File: src/rtl/shift_frame_ctrl_pkg.sv
// Shared definitions for the serial frame controller.
//   state_t      : 2-bit controller state encoding (IDLE, SHIFT, CAPTURE, HOLD)
//   count_width  : bit count width for a given frame length
package shift_ctrl_pkg;

  typedef enum logic [1:0] {
    IDLE    = 2'd0,
    SHIFT   = 2'd1,
    CAPTURE = 2'd2,
    HOLD    = 2'd3
  } state_t;

  // A frame of WIDTH bits needs a counter that reaches WIDTH-1. WIDTH is at
  // least 2, but keep the counter at least one bit wide regardless.
  function automatic int count_width(input int width);
    return (width <= 2) ? 1 : $clog2(width);
  endfunction

endpackage

File: src/rtl/shift_frame_ctrl_if.sv
// Bundle of the word-side handshakes and the shift register hookup for
// shift_frame_ctrl.
//   in_valid/in_data/in_ready    : word input from the producer
//   ser_bit/ser_en               : serial drive into shift_reg.shift_in
//   sr_data                      : shift_reg.data_out, read back at capture
//   out_valid/out_data/out_ready : captured frame to the consumer
//   busy/err                     : status
// master is the controller's view, slave is the surrounding environment.
interface shift_frame_ctrl_if #(
  parameter int WIDTH = 8
);
  logic             in_valid;
  logic [WIDTH-1:0] in_data;
  logic             in_ready;
  logic             ser_bit;
  logic             ser_en;
  logic [WIDTH-1:0] sr_data;
  logic             out_valid;
  logic [WIDTH-1:0] out_data;
  logic             out_ready;
  logic             busy;
  logic             err;

  modport master (
    input  in_valid, in_data, sr_data, out_ready,
    output in_ready, ser_bit, ser_en, out_valid, out_data, busy, err
  );

  modport slave (
    output in_valid, in_data, sr_data, out_ready,
    input  in_ready, ser_bit, ser_en, out_valid, out_data, busy, err
  );
endinterface

File: src/rtl/shift_frame_ctrl_bit_counter.sv
// Bit counter for one serial frame.
//   clk, reset : clock and asynchronous active-high reset
//   clear      : return the count to zero (takes priority over enable)
//   enable     : advance by one; the count holds once it reaches WIDTH-1
//   last       : count == WIDTH-1
module shift_bit_counter
  import shift_ctrl_pkg::*;
#(
  parameter int WIDTH = 8
) (
  input  logic clk,
  input  logic reset,
  input  logic clear,
  input  logic enable,
  output logic last
);

  localparam int CW = count_width(WIDTH);
  localparam logic [CW-1:0] LAST_VAL = CW'(WIDTH - 1);

  logic [CW-1:0] count;

  // Saturate at WIDTH-1 so the count can never wrap while SHIFT is still
  // deciding whether to leave.
  always_ff @(posedge clk or posedge reset) begin
    if (reset) begin
      count <= '0;
    end else if (clear) begin
      count <= '0;
    end else if (enable && !last) begin
      count <= count + 1'b1;
    end
  end

  assign last = (count == LAST_VAL);

endmodule

File: src/rtl/shift_frame_ctrl.sv
// Frame sequencer between a word-level producer/consumer and an external
// shift_reg. It accepts a word, drives it bit-serially on ser_bit for WIDTH
// cycles, captures the register's parallel output, and holds it for the
// consumer.
//   clk, reset : clock shared with shift_reg, asynchronous active-high reset
//   bus        : shift_frame_ctrl_if.master (handshakes, serial drive, status)
// Parameters: WIDTH (frame bits), MSB_FIRST (bit order), IDLE_BIT (ser_bit
// value while ser_en is low).
// Build option: define LOOPBACK_CHECK_EN to compare the captured frame with
// the accepted word and raise a sticky err on mismatch; otherwise err is 0.
module shift_frame_ctrl
  import shift_ctrl_pkg::*;
#(
  parameter int WIDTH     = 8,
  parameter bit MSB_FIRST = 1'b1,
  parameter bit IDLE_BIT  = 1'b0
) (
  input  logic clk,
  input  logic reset,
  shift_frame_ctrl_if.master bus
);

  state_t           state;
  logic [WIDTH-1:0] shift_word;
  logic             ser_bit_q;
  logic             ser_en_q;
  logic             out_valid_q;
  logic [WIDTH-1:0] out_data_q;
  logic             in_ready_q;
  logic             busy_q;
  logic             accept;
  logic             last;

  // Bit that goes on the wire next, taken from the leading end of the word.
  function automatic logic lead_bit(input logic [WIDTH-1:0] w);
    return MSB_FIRST ? w[WIDTH-1] : w[0];
  endfunction

  // Drop the leading bit so the following one moves into its place.
  function automatic logic [WIDTH-1:0] advance(input logic [WIDTH-1:0] w);
    return MSB_FIRST ? {w[WIDTH-2:0], 1'b0} : {1'b0, w[WIDTH-1:1]};
  endfunction

  assign accept = (state == IDLE) && bus.in_valid && in_ready_q;

  shift_bit_counter #(
    .WIDTH (WIDTH)
  ) u_counter (
    .clk    (clk),
    .reset  (reset),
    .clear  (accept),
    .enable (state == SHIFT),
    .last   (last)
  );

  // All outputs are registered. ser_bit is loaded one edge ahead of the
  // cycle it is driven, so the first bit leaves straight from in_data at
  // accept and the stored shift word is already advanced past it. The
  // count therefore tracks the bit currently on ser_bit.
  always_ff @(posedge clk or posedge reset) begin
    if (reset) begin
      state       <= IDLE;
      shift_word  <= '0;
      ser_bit_q   <= IDLE_BIT;
      ser_en_q    <= 1'b0;
      out_valid_q <= 1'b0;
      out_data_q  <= '0;
      in_ready_q  <= 1'b1;
      busy_q      <= 1'b0;
    end else begin
      case (state)
        IDLE: begin
          if (accept) begin
            state      <= SHIFT;
            shift_word <= advance(bus.in_data);
            ser_bit_q  <= lead_bit(bus.in_data);
            ser_en_q   <= 1'b1;
            in_ready_q <= 1'b0;
            busy_q     <= 1'b1;
          end
        end
        SHIFT: begin
          if (last) begin
            state     <= CAPTURE;
            ser_en_q  <= 1'b0;
            ser_bit_q <= IDLE_BIT;
          end else begin
            ser_bit_q  <= lead_bit(shift_word);
            shift_word <= advance(shift_word);
          end
        end
        CAPTURE: begin
          // The register took its last bit on the edge that entered CAPTURE.
          out_data_q  <= bus.sr_data;
          out_valid_q <= 1'b1;
          state       <= HOLD;
        end
        HOLD: begin
          if (bus.out_ready) begin
            out_valid_q <= 1'b0;
            in_ready_q  <= 1'b1;
            busy_q      <= 1'b0;
            state       <= IDLE;
          end
        end
        default: begin
          state <= IDLE;
        end
      endcase
    end
  end

  assign bus.in_ready  = in_ready_q;
  assign bus.ser_bit   = ser_bit_q;
  assign bus.ser_en    = ser_en_q;
  assign bus.out_valid = out_valid_q;
  assign bus.out_data  = out_data_q;
  assign bus.busy      = busy_q;

`ifdef LOOPBACK_CHECK_EN
  logic [WIDTH-1:0] kept_word;
  logic [WIDTH-1:0] expect_sr;
  logic             err_q;

  // LSB-first shifting lands the word reversed in the register.
  always_comb begin
    expect_sr = kept_word;
    if (!MSB_FIRST) begin
      for (int i = 0; i < WIDTH; i++) begin
        expect_sr[i] = kept_word[WIDTH-1-i];
      end
    end
  end

  // err is sticky; only reset clears it.
  always_ff @(posedge clk or posedge reset) begin
    if (reset) begin
      kept_word <= '0;
      err_q     <= 1'b0;
    end else begin
      if (accept) begin
        kept_word <= bus.in_data;
      end
      if ((state == CAPTURE) && (bus.sr_data != expect_sr)) begin
        err_q <= 1'b1;
      end
    end
  end

  assign bus.err = err_q;
`else
  assign bus.err = 1'b0;
`endif

endmodule

File: src/flat_wrapper.sv
// flat-port wrapper written by rule: the top's interface ports become plain ports
module shift_frame_ctrl_flat import shift_ctrl_pkg::*;
#(
  parameter int WIDTH     = 8,
  parameter bit MSB_FIRST = 1'b1,
  parameter bit IDLE_BIT  = 1'b0
)
  (clk, reset, bus_in_valid, bus_in_data, bus_sr_data, bus_out_ready, bus_in_ready, bus_ser_bit, bus_ser_en, bus_out_valid, bus_out_data, bus_busy, bus_err);
  shift_frame_ctrl_if #(.WIDTH(WIDTH)) bus_i ();
  input  logic clk;
  input  logic reset;
  input wire logic [$bits(bus_i.in_valid)-1:0] bus_in_valid;
  input wire logic [$bits(bus_i.in_data)-1:0] bus_in_data;
  input wire logic [$bits(bus_i.sr_data)-1:0] bus_sr_data;
  input wire logic [$bits(bus_i.out_ready)-1:0] bus_out_ready;
  output wire logic [$bits(bus_i.in_ready)-1:0] bus_in_ready;
  output wire logic [$bits(bus_i.ser_bit)-1:0] bus_ser_bit;
  output wire logic [$bits(bus_i.ser_en)-1:0] bus_ser_en;
  output wire logic [$bits(bus_i.out_valid)-1:0] bus_out_valid;
  output wire logic [$bits(bus_i.out_data)-1:0] bus_out_data;
  output wire logic [$bits(bus_i.busy)-1:0] bus_busy;
  output wire logic [$bits(bus_i.err)-1:0] bus_err;
  assign bus_i.in_valid = bus_in_valid;
  assign bus_i.in_data = bus_in_data;
  assign bus_i.sr_data = bus_sr_data;
  assign bus_i.out_ready = bus_out_ready;
  assign bus_in_ready = bus_i.in_ready;
  assign bus_ser_bit = bus_i.ser_bit;
  assign bus_ser_en = bus_i.ser_en;
  assign bus_out_valid = bus_i.out_valid;
  assign bus_out_data = bus_i.out_data;
  assign bus_busy = bus_i.busy;
  assign bus_err = bus_i.err;
  shift_frame_ctrl #(.WIDTH(WIDTH), .MSB_FIRST(MSB_FIRST), .IDLE_BIT(IDLE_BIT)) u_core (.clk(clk), .reset(reset), .bus(bus_i));
endmodule
File: config.mk
export PLATFORM = sky130hd
export DESIGN_NAME = shift_frame_ctrl_flat
export DESIGN_NICKNAME = d
export VERILOG_FILES = /design/src/rtl/shift_frame_ctrl_pkg.sv /design/src/rtl/shift_frame_ctrl_if.sv /design/src/rtl/shift_frame_ctrl_bit_counter.sv /design/src/rtl/shift_frame_ctrl.sv /design/src/flat_wrapper.sv
export SDC_FILE = /design/constraint.sdc
export NUM_CORES = 1
export LEC_CHECK = 0
export CAP_MARGIN = 0
export CORE_ASPECT_RATIO = 1.25
export CORE_MARGIN = 5
export CORE_UTILIZATION = 47
export DETAILED_ROUTE_END_ITERATION = 16
export GPL_TIMING_DRIVEN = 0
export PLACE_DENSITY = 0.77
export SLEW_MARGIN = 20
export SYNTH_ARGS = -nofsm -noshare
export SYNTH_HDL_FRONTEND = slang
export SYNTH_HIERARCHICAL = 1
export SYNTH_SLANG_ARGS = --single-unit
export TNS_END_PERCENT = 20
File: constraint.sdc
create_clock -name clk -period 2.5 [get_ports clk]
set_clock_uncertainty 0.2 [all_clocks]
set_input_delay 0.5 -clock clk [delete_from_list [all_inputs] [get_ports clk]]
set_output_delay 0.5 -clock clk [all_outputs]
set_load 0.1 [all_outputs]
==> flow_metrics.tcl <==
set metrics [dict create \
    hold_violations 0 \
    slew_violations 0 \
    startpoint_type "flop" \
    wl_per_cell_um 13.9 \
    grt_pass1_wl_mm 4.20 \
    tightestPinTransition_ps 966 \
    end_kind "output pin" \
    dp_hpwl_mm 1.82 \
    portBuffers 32 \
    fmax_mhz 443 \
    r2r_cells 5 \
    clk-insertion-delay-late_ps 310 \
    cts_buffer_depth 2 \
    area.growth.synth_to_final_pct 29.5 \
    finalCritPeriodShare 0.902 \
    rsz0062_at_grt "no" \
    syn_area_per_cell_um2 12.5 \
    max_stage_delay_ps 860 \
    start_util 0.479 \
    htree_levels 1 \
    min_period_ps 2260 \
    die_x_um 56.3 \
    grt_max_degree 23 \
    root_buffer "clkbuf_4" \
    cp.arrival_ps 1560 \
    cp.depth 1 \
    cts_buffers 3 \
    crit_type "reg2out" \
    post-route-drc-count 0 \
    via_per_inst 5.11 \
    cpMaxStageDelayCell "dlygate4sd2_1" \
    cts_tree "done" \
    syn-num-nets 128 \
    first_iter_violations 16 \
    path_clk_slew_ps 140 \
    grt_util_all_layers 0.140 \
    die-area_um2 3820 \
    drive_gt1_frac 0.241 \
    die_h_um 67.8 \
    first_global_vias 931 \
    slew-limit-headroom 0.358 \
    core-area_um2 2630 \
    synthCells 101 \
    ys_seq_area_frac 0.499 \
    synthArstFlopShare 1.00 \
    synthFlopType "dfrtp_1" \
    cap_violations 0 \
    grtUsageMet2 0.246 \
    antenna_found_initial 0 \
    synth-seq-cells 25 \
    outcome "completed" \
    grt.met1_usage 0.167 \
    synth_cell_types 27 \
    grt.busiest_layer "met2" \
    boundaryPins 34 \
    finalSetupTns_ps 0 \
    diodes 0 \
    required_ps 1800 \
    cp_cell_sequence "dlygate4sd2_1" \
    critPathTopFamily "buffers and inverters" \
    synth_edf_count 0 \
    synth_area_um2 1260 \
    overflow 0 \
    setup_viol 0 \
    crit_path_max_fanout 2 \
    hold_path.class "in2async" \
    cts.sinks 25 \
    ant_nets 0 \
    worst-path-buf-inv 1 \
    fin_nets 165 \
    gp_congestion 0.699 \
    met3_usage 0.0358 \
    num_vias 873 \
    postCtsHoldBufs 0 \
    yosysWarnings 6 \
    rows 21 \
    dr.pass1.iters 4 \
    wl_mm 2.38 \
]
## synth_stat cells, types with 2 or more instances
master	n	area, um^2
inv_1	10	37.5
o21ai_1	2	10.0
mux2i_1	3	30.0
dfrtp_1	24	601
mux2_2	20	225
nand4bb_1	2	22.5
nand2b_1	2	12.5
nor2_1	5	18.8
a21oi_1	4	20.0
nor2b_1	2	12.5
nand2_1	2	7.51
ha_1	7	87.6
o21ai_0	4	20.0
## cells in the final DEF, fill, tap and decap left out, types with 2 or more instances in the layout
cell and count:
nor2b_1 2, nand2b_1 2, nor2_1 5, o21ai_1 2, inv_1 10, mux2_2 20
ha_1 7, clkdlybuf4s50_1 19, nand2_1 2, o21ai_0 4, nand4bb_1 2, dlygate4sd2_1 12
mux2i_1 3, dfrtp_1 24, a21oi_1 4, clkbuf_4 3
## per-layer routing
layer  wire (um)  up-vias  share of wire
met4          18        0         0.0076
met2        1180       24           0.49
li1            -      417              -
met5           0        -              0
met3         134        2          0.056
met1        1050      430           0.44
## cells by family after synthesis
| kind of cell | count (synthesis) | share of synthesized area |
|---|---|---|
| AOI/OAI and AO/OA | 15 | 0.0925 |
| buffers and inverters | 13 | 0.0428 |
| adders and majority gates | 7 | 0.0696 |
| other | 1 | 0.00298 |
| DFF | 25 | 0.499 |
| and+or+nand+nor | 16 | 0.0786 |
| muxes | 24 | 0.215 |
## final timing paths
kind | start | to | slack [ps]
max | u_core/bus.out_data[0] | bus_out_data[0] | 240
min | reset | u_core/u_counter/count[2] | 170
max reg2reg | u_core/state[1] | u_core/shift_word[5] | 370
min reg2reg | u_core/bus.out_data[7] | u_core/bus.out_data[7] | 320
max in group asynchronous | reset | u_core/state[1] | 1120
min in group clk | u_core/bus.out_data[7] | u_core/bus.out_data[7] | 320
## state kept, by name, summed over array words and instances (netlist names)
register and flops:
u_core/bus.out_data 8, u_core/shift_word 7, u_core/u_counter/count 3, u_core/state 2, u_core/bus.busy 1, u_core/bus.in_ready 1, u_core/bus.out_valid 1, u_core/bus.ser_bit 1
u_core/bus.ser_en 1
## metrics by stage
step                instances  hold slack (ps)   util  setup WS (ps)  cell area [um^2]
detailed placement        167              295  0.617           82.3              1620
floorplan                 101             53.6      -            404              1260
CTS                       171              152  0.621           16.2              1630
global placement          167              283  0.617           83.8              1620
global route              171              165  0.620            172              1630
finish                    171              165  0.620            245              1630
## final cells by class
type | count | area (um^2)
fillers | 232 | 1000
multi-input cells | 63 | 577
inverters | 10 | 37.5
plain buffers | 3 | 16.3
clock buffers | 3 | 22.5
repair buffers | 32 | 300
clock inverters | 1 | 5.00
flip-flops and latches | 25 | 627
well taps | 34 | 42.5
## timing repair
item | 4_1_cts | 5_1_grt
buffers inserted | 0 | 0
gates resized for setup | 14 | 1
endpoints found under the setup margin | 13 | 1
Power is left out: the tool's default activity adds up to more than one toggle a clock period on the data nets, which glitch-free logic cannot reach.
